## config.mk

```make
export PLATFORM = sky130hd
export DESIGN_NAME = core_run_ctrl_flat
export DESIGN_NICKNAME = d
export VERILOG_FILES = /design/src/rtl/core_ctrl_pkg.sv /design/src/rtl/core_run_ctrl_if.sv /design/src/rtl/sat_counter.sv /design/src/rtl/core_run_ctrl.sv /design/src/flat_wrapper.sv
export SDC_FILE = /design/constraint.sdc
export NUM_CORES = 1
export LEC_CHECK = 0
export CAP_MARGIN = 20
export CELL_PAD_IN_SITES_DETAIL_PLACEMENT = 1
export CELL_PAD_IN_SITES_GLOBAL_PLACEMENT = 2
export CORE_MARGIN = 2
export CORE_UTILIZATION = 30
export CTS_CLUSTER_DIAMETER = 40
export DETAILED_ROUTE_END_ITERATION = 10
export PLACE_DENSITY_LB_ADDON = 0.15
export SLEW_MARGIN = 0
export SYNTH_ARGS = -nofsm -noshare
export SYNTH_HDL_FRONTEND = slang
export SYNTH_SLANG_ARGS = --single-unit
```

## constraint.sdc

```tcl
create_clock -name clk_i -period 5.8 [get_ports clk_i]
set_input_delay 0.58 -clock clk_i [delete_from_list [all_inputs] [get_ports clk_i]]
set_output_delay 0.58 -clock clk_i [all_outputs]
set_load 0.02 [all_outputs]
```

## src/rtl/core_ctrl_pkg.sv

```systemverilog
//==============================================================================
// core_ctrl_pkg : shared types and defaults for the core run/step/halt sequencer
// Revision 1.0
//==============================================================================
`default_nettype none

package core_ctrl_pkg;

  localparam int PC_W_DEFAULT  = 9;
  localparam int CNT_W_DEFAULT = 32;

  // ST_STEP is internal only; it is reported to the outside world as RUN.
  typedef enum logic [2:0] {
    ST_IDLE   = 3'd0,
    ST_RUN    = 3'd1,
    ST_HALTED = 3'd2,
    ST_DONE   = 3'd3,
    ST_STEP   = 3'd4
  } state_e;

  typedef enum logic [1:0] {
    RSN_NONE  = 2'd0,
    RSN_HOST  = 2'd1,
    RSN_BREAK = 2'd2,
    RSN_STEP  = 2'd3
  } reason_e;

  function automatic logic [1:0] state_code(input state_e s);
    logic [1:0] code;
    case (s)
      ST_IDLE:   code = 2'd0;
      ST_RUN:    code = 2'd1;
      ST_STEP:   code = 2'd1;
      ST_HALTED: code = 2'd2;
      ST_DONE:   code = 2'd3;
      default:   code = 2'd0;
    endcase
    return code;
  endfunction

endpackage : core_ctrl_pkg

`default_nettype wire

```

## src/rtl/core_run_ctrl_if.sv

```systemverilog
//==============================================================================
// core_run_ctrl_if : command, core-PC and status bundle of the run controller
// Revision 1.0
//==============================================================================
`default_nettype none

interface core_run_ctrl_if
  import core_ctrl_pkg::*;
#(
  parameter int PC_W  = PC_W_DEFAULT,
  parameter int CNT_W = CNT_W_DEFAULT
);

  logic             run_i;
  logic             step_i;
  logic             halt_i;
  logic             bp_en_i;
  logic [PC_W-1:0]  bp_addr_i;
  logic [PC_W-1:0]  pc_i;
  logic [PC_W-1:0]  pc_next_i;
  logic             en_o;
  logic [1:0]       state_o;
  logic [1:0]       reason_o;
  logic             done_o;
  logic [CNT_W-1:0] instr_cnt_o;
  logic [CNT_W-1:0] cycle_cnt_o;

  modport master (
    output run_i, step_i, halt_i, bp_en_i, bp_addr_i, pc_i, pc_next_i,
    input  en_o, state_o, reason_o, done_o, instr_cnt_o, cycle_cnt_o
  );

  modport slave (
    input  run_i, step_i, halt_i, bp_en_i, bp_addr_i, pc_i, pc_next_i,
    output en_o, state_o, reason_o, done_o, instr_cnt_o, cycle_cnt_o
  );

endinterface : core_run_ctrl_if

`default_nettype wire

```

## src/rtl/sat_counter.sv

```systemverilog
//==============================================================================
// sat_counter : up-counter that sticks at all-ones instead of wrapping
// Revision 1.0
//==============================================================================
`default_nettype none

module sat_counter #(
  parameter int WIDTH = 32
) (
  input  logic             clk_i,
  input  logic             rst_i,
  input  logic             inc_i,
  output logic [WIDTH-1:0] cnt_o
);

  logic [WIDTH-1:0] cnt_q;
  logic [WIDTH-1:0] cnt_d;

  always_comb begin
    cnt_d = cnt_q;
    if (inc_i && !(&cnt_q)) begin
      cnt_d = cnt_q + WIDTH'(1);
    end
  end

  always_ff @(posedge clk_i) begin
    if (!rst_i) begin
      cnt_q <= '0;
    end else begin
      cnt_q <= cnt_d;
    end
  end

  assign cnt_o = cnt_q;

endmodule : sat_counter

`default_nettype wire

```

## src/rtl/core_run_ctrl.sv

```systemverilog
//==============================================================================
// core_run_ctrl : run/step/halt sequencer gating the single-cycle core's commit
// Revision 1.0
//==============================================================================
`default_nettype none

module core_run_ctrl
  import core_ctrl_pkg::*;
#(
  parameter int PC_W  = PC_W_DEFAULT,
  parameter int CNT_W = CNT_W_DEFAULT
) (
  input  logic            clk_i,
  input  logic            rst_i,
  core_run_ctrl_if.slave  bus
);

  state_e           state_q;
  state_e           state_d;
  reason_e          reason_q;
  reason_e          reason_d;
  logic             skip_bp_q;
  logic             skip_bp_d;

  logic [PC_W-1:0]  pc;
  logic [PC_W-1:0]  pc_next;
  logic [PC_W-1:0]  bp_addr;
  logic             bp_hit;
  logic             en;
  logic             self_loop;
  logic             in_run;
  logic [CNT_W-1:0] instr_cnt;
  logic [CNT_W-1:0] cycle_cnt;

  assign pc      = bus.pc_i;
  assign pc_next = bus.pc_next_i;
  assign bp_addr = bus.bp_addr_i;

  // skip_bp lets a resume from a breakpoint retire the instruction sitting on it.
  assign bp_hit    = bus.bp_en_i & (pc == bp_addr) & ~skip_bp_q;
  assign en        = rst_i & (((state_q == ST_RUN) & ~bp_hit) | (state_q == ST_STEP));
  assign self_loop = en & (pc_next == pc);
  assign in_run    = (state_q == ST_RUN);

  always_ff @(posedge clk_i) begin
    if (!rst_i) begin
      state_q   <= ST_IDLE;
      reason_q  <= RSN_NONE;
      skip_bp_q <= 1'b0;
    end else begin
      state_q   <= state_d;
      reason_q  <= reason_d;
      skip_bp_q <= skip_bp_d;
    end
  end

  always_comb begin
    state_d   = state_q;
    reason_d  = reason_q;
    skip_bp_d = skip_bp_q;
    if (en) begin
      skip_bp_d = 1'b0;
    end
    case (state_q)
      ST_IDLE, ST_HALTED: begin
        if (!bus.halt_i) begin
          if (bus.step_i) begin
            state_d   = ST_STEP;
            skip_bp_d = 1'b1;
          end else if (bus.run_i) begin
            state_d   = ST_RUN;
            skip_bp_d = 1'b1;
          end
        end
      end
      ST_STEP: begin
        if (self_loop) begin
          state_d = ST_DONE;
        end else begin
          state_d  = ST_HALTED;
          reason_d = RSN_STEP;
        end
      end
      ST_RUN: begin
        // Program end outranks a same-cycle halt or breakpoint.
        if (self_loop) begin
          state_d = ST_DONE;
        end else if (bus.halt_i) begin
          state_d  = ST_HALTED;
          reason_d = RSN_HOST;
        end else if (bp_hit) begin
          state_d  = ST_HALTED;
          reason_d = RSN_BREAK;
        end
      end
      ST_DONE: begin
        state_d = ST_DONE;
      end
      default: begin
        state_d = ST_IDLE;
      end
    endcase
  end

  always_comb begin
    bus.en_o        = en;
    bus.state_o     = state_code(state_q);
    bus.reason_o    = reason_q;
    bus.done_o      = (state_q == ST_DONE);
    bus.instr_cnt_o = instr_cnt;
    bus.cycle_cnt_o = cycle_cnt;
  end

  sat_counter #(
    .WIDTH (CNT_W)
  ) u_instr_cnt (
    .clk_i (clk_i),
    .rst_i (rst_i),
    .inc_i (en),
    .cnt_o (instr_cnt)
  );

  sat_counter #(
    .WIDTH (CNT_W)
  ) u_cycle_cnt (
    .clk_i (clk_i),
    .rst_i (rst_i),
    .inc_i (in_run),
    .cnt_o (cycle_cnt)
  );

endmodule : core_run_ctrl

`default_nettype wire

```

## src/flat_wrapper.sv

```systemverilog
// flat-port wrapper written by rule: the top's interface ports become plain ports
module core_run_ctrl_flat import core_ctrl_pkg::*;
#(
  parameter int PC_W  = PC_W_DEFAULT,
  parameter int CNT_W = CNT_W_DEFAULT
)
  (clk_i, rst_i, bus_run_i, bus_step_i, bus_halt_i, bus_bp_en_i, bus_bp_addr_i, bus_pc_i, bus_pc_next_i, bus_en_o, bus_state_o, bus_reason_o, bus_done_o, bus_instr_cnt_o, bus_cycle_cnt_o);
  core_run_ctrl_if #(.PC_W(PC_W), .CNT_W(CNT_W)) bus_i ();
  input  logic clk_i;
  input  logic rst_i;
  input wire logic [$bits(bus_i.run_i)-1:0] bus_run_i;
  input wire logic [$bits(bus_i.step_i)-1:0] bus_step_i;
  input wire logic [$bits(bus_i.halt_i)-1:0] bus_halt_i;
  input wire logic [$bits(bus_i.bp_en_i)-1:0] bus_bp_en_i;
  input wire logic [$bits(bus_i.bp_addr_i)-1:0] bus_bp_addr_i;
  input wire logic [$bits(bus_i.pc_i)-1:0] bus_pc_i;
  input wire logic [$bits(bus_i.pc_next_i)-1:0] bus_pc_next_i;
  output wire logic [$bits(bus_i.en_o)-1:0] bus_en_o;
  output wire logic [$bits(bus_i.state_o)-1:0] bus_state_o;
  output wire logic [$bits(bus_i.reason_o)-1:0] bus_reason_o;
  output wire logic [$bits(bus_i.done_o)-1:0] bus_done_o;
  output wire logic [$bits(bus_i.instr_cnt_o)-1:0] bus_instr_cnt_o;
  output wire logic [$bits(bus_i.cycle_cnt_o)-1:0] bus_cycle_cnt_o;
  assign bus_i.run_i = bus_run_i;
  assign bus_i.step_i = bus_step_i;
  assign bus_i.halt_i = bus_halt_i;
  assign bus_i.bp_en_i = bus_bp_en_i;
  assign bus_i.bp_addr_i = bus_bp_addr_i;
  assign bus_i.pc_i = bus_pc_i;
  assign bus_i.pc_next_i = bus_pc_next_i;
  assign bus_en_o = bus_i.en_o;
  assign bus_state_o = bus_i.state_o;
  assign bus_reason_o = bus_i.reason_o;
  assign bus_done_o = bus_i.done_o;
  assign bus_instr_cnt_o = bus_i.instr_cnt_o;
  assign bus_cycle_cnt_o = bus_i.cycle_cnt_o;
  core_run_ctrl #(.PC_W(PC_W), .CNT_W(CNT_W)) u_core (.clk_i(clk_i), .rst_i(rst_i), .bus(bus_i));
endmodule
```

==> run_results.csv <==
group,metric,value,unit
critical_path,path_class,"input pin to primary output",
yosys,synth_top_area_share,38.1,%
yosys,yosysTopAreaCell,"dfxtp_1",
cells_and_area,fin_util,42.2,%
critical_path,critPathMaxStageDelay,0.59,ns
detailed_routing,drt_iter0_drc,143,
critical_path,crit_top_cell,"clkdlybuf4s50_1",
cts,cts.sinks,70,
cts,post_cts_buffers,0,
critical_path,critical-path-top-delay-family,"buffers and inverters",
timing,slew_headroom,45.4,%
timing,setup_slack,2.19,ns
timing,drv_slew,0,
cts,htree_num_levels,3,
cts,cts_tree,"yes",
critical_path,end_kind,"primary output",
placed_design,dpl.hpwl,7870,um
cells_and_area,nets,576,
timing,hold_viol,0,
cts,cts_buffer_depth,2,
detailed_routing,num_vias,3625,
detailed_routing,routed_wl,10700,um
cts,clk_latency,0.33,ns
yosys,synth_area,3680,um^2
timing,fin_skew,0.00399,ns
timing,worstMarginPinSlew,0.812,ns
power,p_total,1.09,mW
placed_design,port_buffers,102,
detailed_routing,drc,0,
yosys,synth_top_flop_cell,"dfxtp_1",
yosys,yosys_warnings,0,
detailed_routing,avgViaCountPerCell,5.25,
detailed_routing,dr.pass1.iters,4,
global_route,grt_overflow_total,0,
global_route,grt_max_degree,57,
cells_and_area,antenna_cells,0,
detailed_routing,wire_per_inst,15.4,um
critical_path,path_cells,"clkdlybuf4s50_1, xor2_1, nor4_1, nand4_1, nand2_1, inv_1, clkdlybuf4s50_1",
placed_design,post-place-ws,2.14,ns
timing,fin_crit_sh,62.3,%
floorplanning,rows,40,
floorplanning,die_w,115,um
cells_and_area,fillers,1437,
yosys,synthTopCellsByCount,"dfxtp_1, nor2_1, nand2_1",
yosys,ys_ff_latch,70,
yosys,synth_area_leaders,"dfxtp_1, xor2_1, nand3_1, nor2_1, nand2_1",
cells_and_area,final_cell_count_no_fill,691,
cts,cts.repair.resized,0,
timing,rsz0062_at_grt,"no",
yosys,synth_most_common_cell,"dfxtp_1",
power,p_leak,1.68,nW
timing,layout_min_cycle_time,3.61,ns
global_route,grt_usage,17.1,%
critical_path,cp_data_arrival_time,3.03,ns
yosys,syn_area_per_cell,8.25,um^2
yosys,yosysUniqueCellTypes,51,
yosys,synth_fp_nets,481,
job,cap_viol_max_count,0,
cts,cts.clk_slew.worst_paths,0.05,ns
critical_path,critPathRequiredTime,5.22,ns
yosys,ys_seq_area_share,38.1,%
hold_path,hold_class,"flip-flop to flip-flop",
floorplanning,initial_utilization,30.6,%
timing,finalSetupViolCount,0,
cells_and_area,area_growth,37.9,%
floorplanning,design.core.area,12000,um^2
timing,setup_tns,0,ns
floorplanning,die-area,13200,um^2
status,outcome,"finished, final reports clean",
cts,cts-buffers-inserted,9,
cts,cts_root_buffer,"clkbuf_16",
yosys,ys_async_sr_fraction,0,%
cells_and_area,drive_gt1_share,4.60,%
timing,fmax,277,MHz
cts,cts_hold_buf,0,
detailed_routing,ant_nets,0,
placed_design,dp_cells,677,
power,p_per_area,216,nW/um^2
floorplanning,pin_count,103,
floorplanning,die_h,115,um
critical_path,cp-start-kind,"input pin",
yosys,syn_inst,446,
critical_path,crit_slowest_cell,"clkdlybuf4s50_1",
global_route,grt_antenna_before_repair,0,
critical_path,path_buf_inv,3,
yosys,synth_edf_count,0,
global_route,grt_pass1_vias,3689,
critical_path,cp_max_fo,16,
global_route,grt_first_pass_wirelength,18200,um
power,peakVddDrop,113,uV
placed_design,routabilityCongestion,0.710,
## report_power, final
| group | internal (mW) | switching (mW) | total, mW |
|---|---|---|---|
| clock | 0.295 | 0.197 | 0.492 |
| combinational | 0.0505 | 0.0529 | 0.103 |
| sequential | 0.488 | 0.00951 | 0.498 |
## routing by layer
layer	vias up	GRT usage (%)	share of wire, %
met2	80	28.5	47
met5	-	0	0
met4	0	3.45	0.75
met3	5	5.08	4.8
li1	1808	-	-
met1	1732	22.2	48
## cell usage in the layout (no fill, tap or decap), types with 10 or more instances in the layout
| cell | count |
|---|---|
| clkdlybuf4s50_1 | 102 |
| dfxtp_1 | 70 |
| nor2_1 | 42 |
| nand2_1 | 38 |
| nand3_1 | 37 |
| xor2_1 | 32 |
| a21oi_1 | 23 |
| nand4_1 | 18 |
| o21ai_0 | 18 |
| xnor2_1 | 16 |
| or3_1 | 16 |
| nor3_1 | 13 |
| inv_1 | 10 |
| or4_1 | 10 |
## area by class of cell
type	instances	area (um^2)	share of cell area (%)
clock buffer	12	246	4.86
multi-input combinational	345	2150	42.4
inverter	10	37.5	0.740
tap	147	184	3.63
clock inverter	2	10.0	0.197
timing repair buffer	105	1040	20.6
sequential	70	1400	27.6
## kinds of logic (layout without fill, tap and decap cells)
family	after synthesis	count (layout)	share of synthesized area [%]
mux	7	7	1.91
fa+ha+maj	2	2	0.680
simple gates	219	219	32.7
flops	70	70	38.1
xor+xnor	48	48	11.4
compound gates	69	69	11.8
buf+inv	31	129	3.44
## stage by stage
| stage | area [um^2] | hold WS, ns |
|---|---|---|
| 3_5_place_dp | 4820 | 0.459 |
| 6_report | 5070 | 0.459 |
| 2_1_floorplan | 3680 | 0.448 |
| 4_1_cts | 5070 | 0.466 |
| 5_1_grt | 5070 | 0.483 |
| 3_3_place_gp | 4820 | 0.461 |
## sequential cells by signal (all words and copies together), names as in the netlist
name and count:
u_core.bus.reason_o 2, u_core.skip_bp_q 1, u_core.state_q 3, u_core.u_cycle_cnt.cnt_o 32, u_core.u_instr_cnt.cnt_o 32
## worst reg2reg max path, delay by kind of cell, from the launching register on
kind / cells / cell delay (ns)
compound gates: 1 / 0.14
simple gates: 5 / 1.52
flops: 1 / 0.44
fa+ha+maj: 1 / 0.28
## final timing paths
path	start	to	slack (ns)	cells after the start
setup / recovery	bus_pc_i[8]	bus_en_o	2.19	7
hold / removal	u_core.bus.reason_o[1]	u_core.bus.reason_o[1]	0.46	2
setup reg to reg	u_core.u_instr_cnt.cnt_o[0]	u_core.u_instr_cnt.cnt_o[30]	3.34	7
hold reg to reg	u_core.bus.reason_o[1]	u_core.bus.reason_o[1]	0.46	2
(Power assumes the default switching activity.)
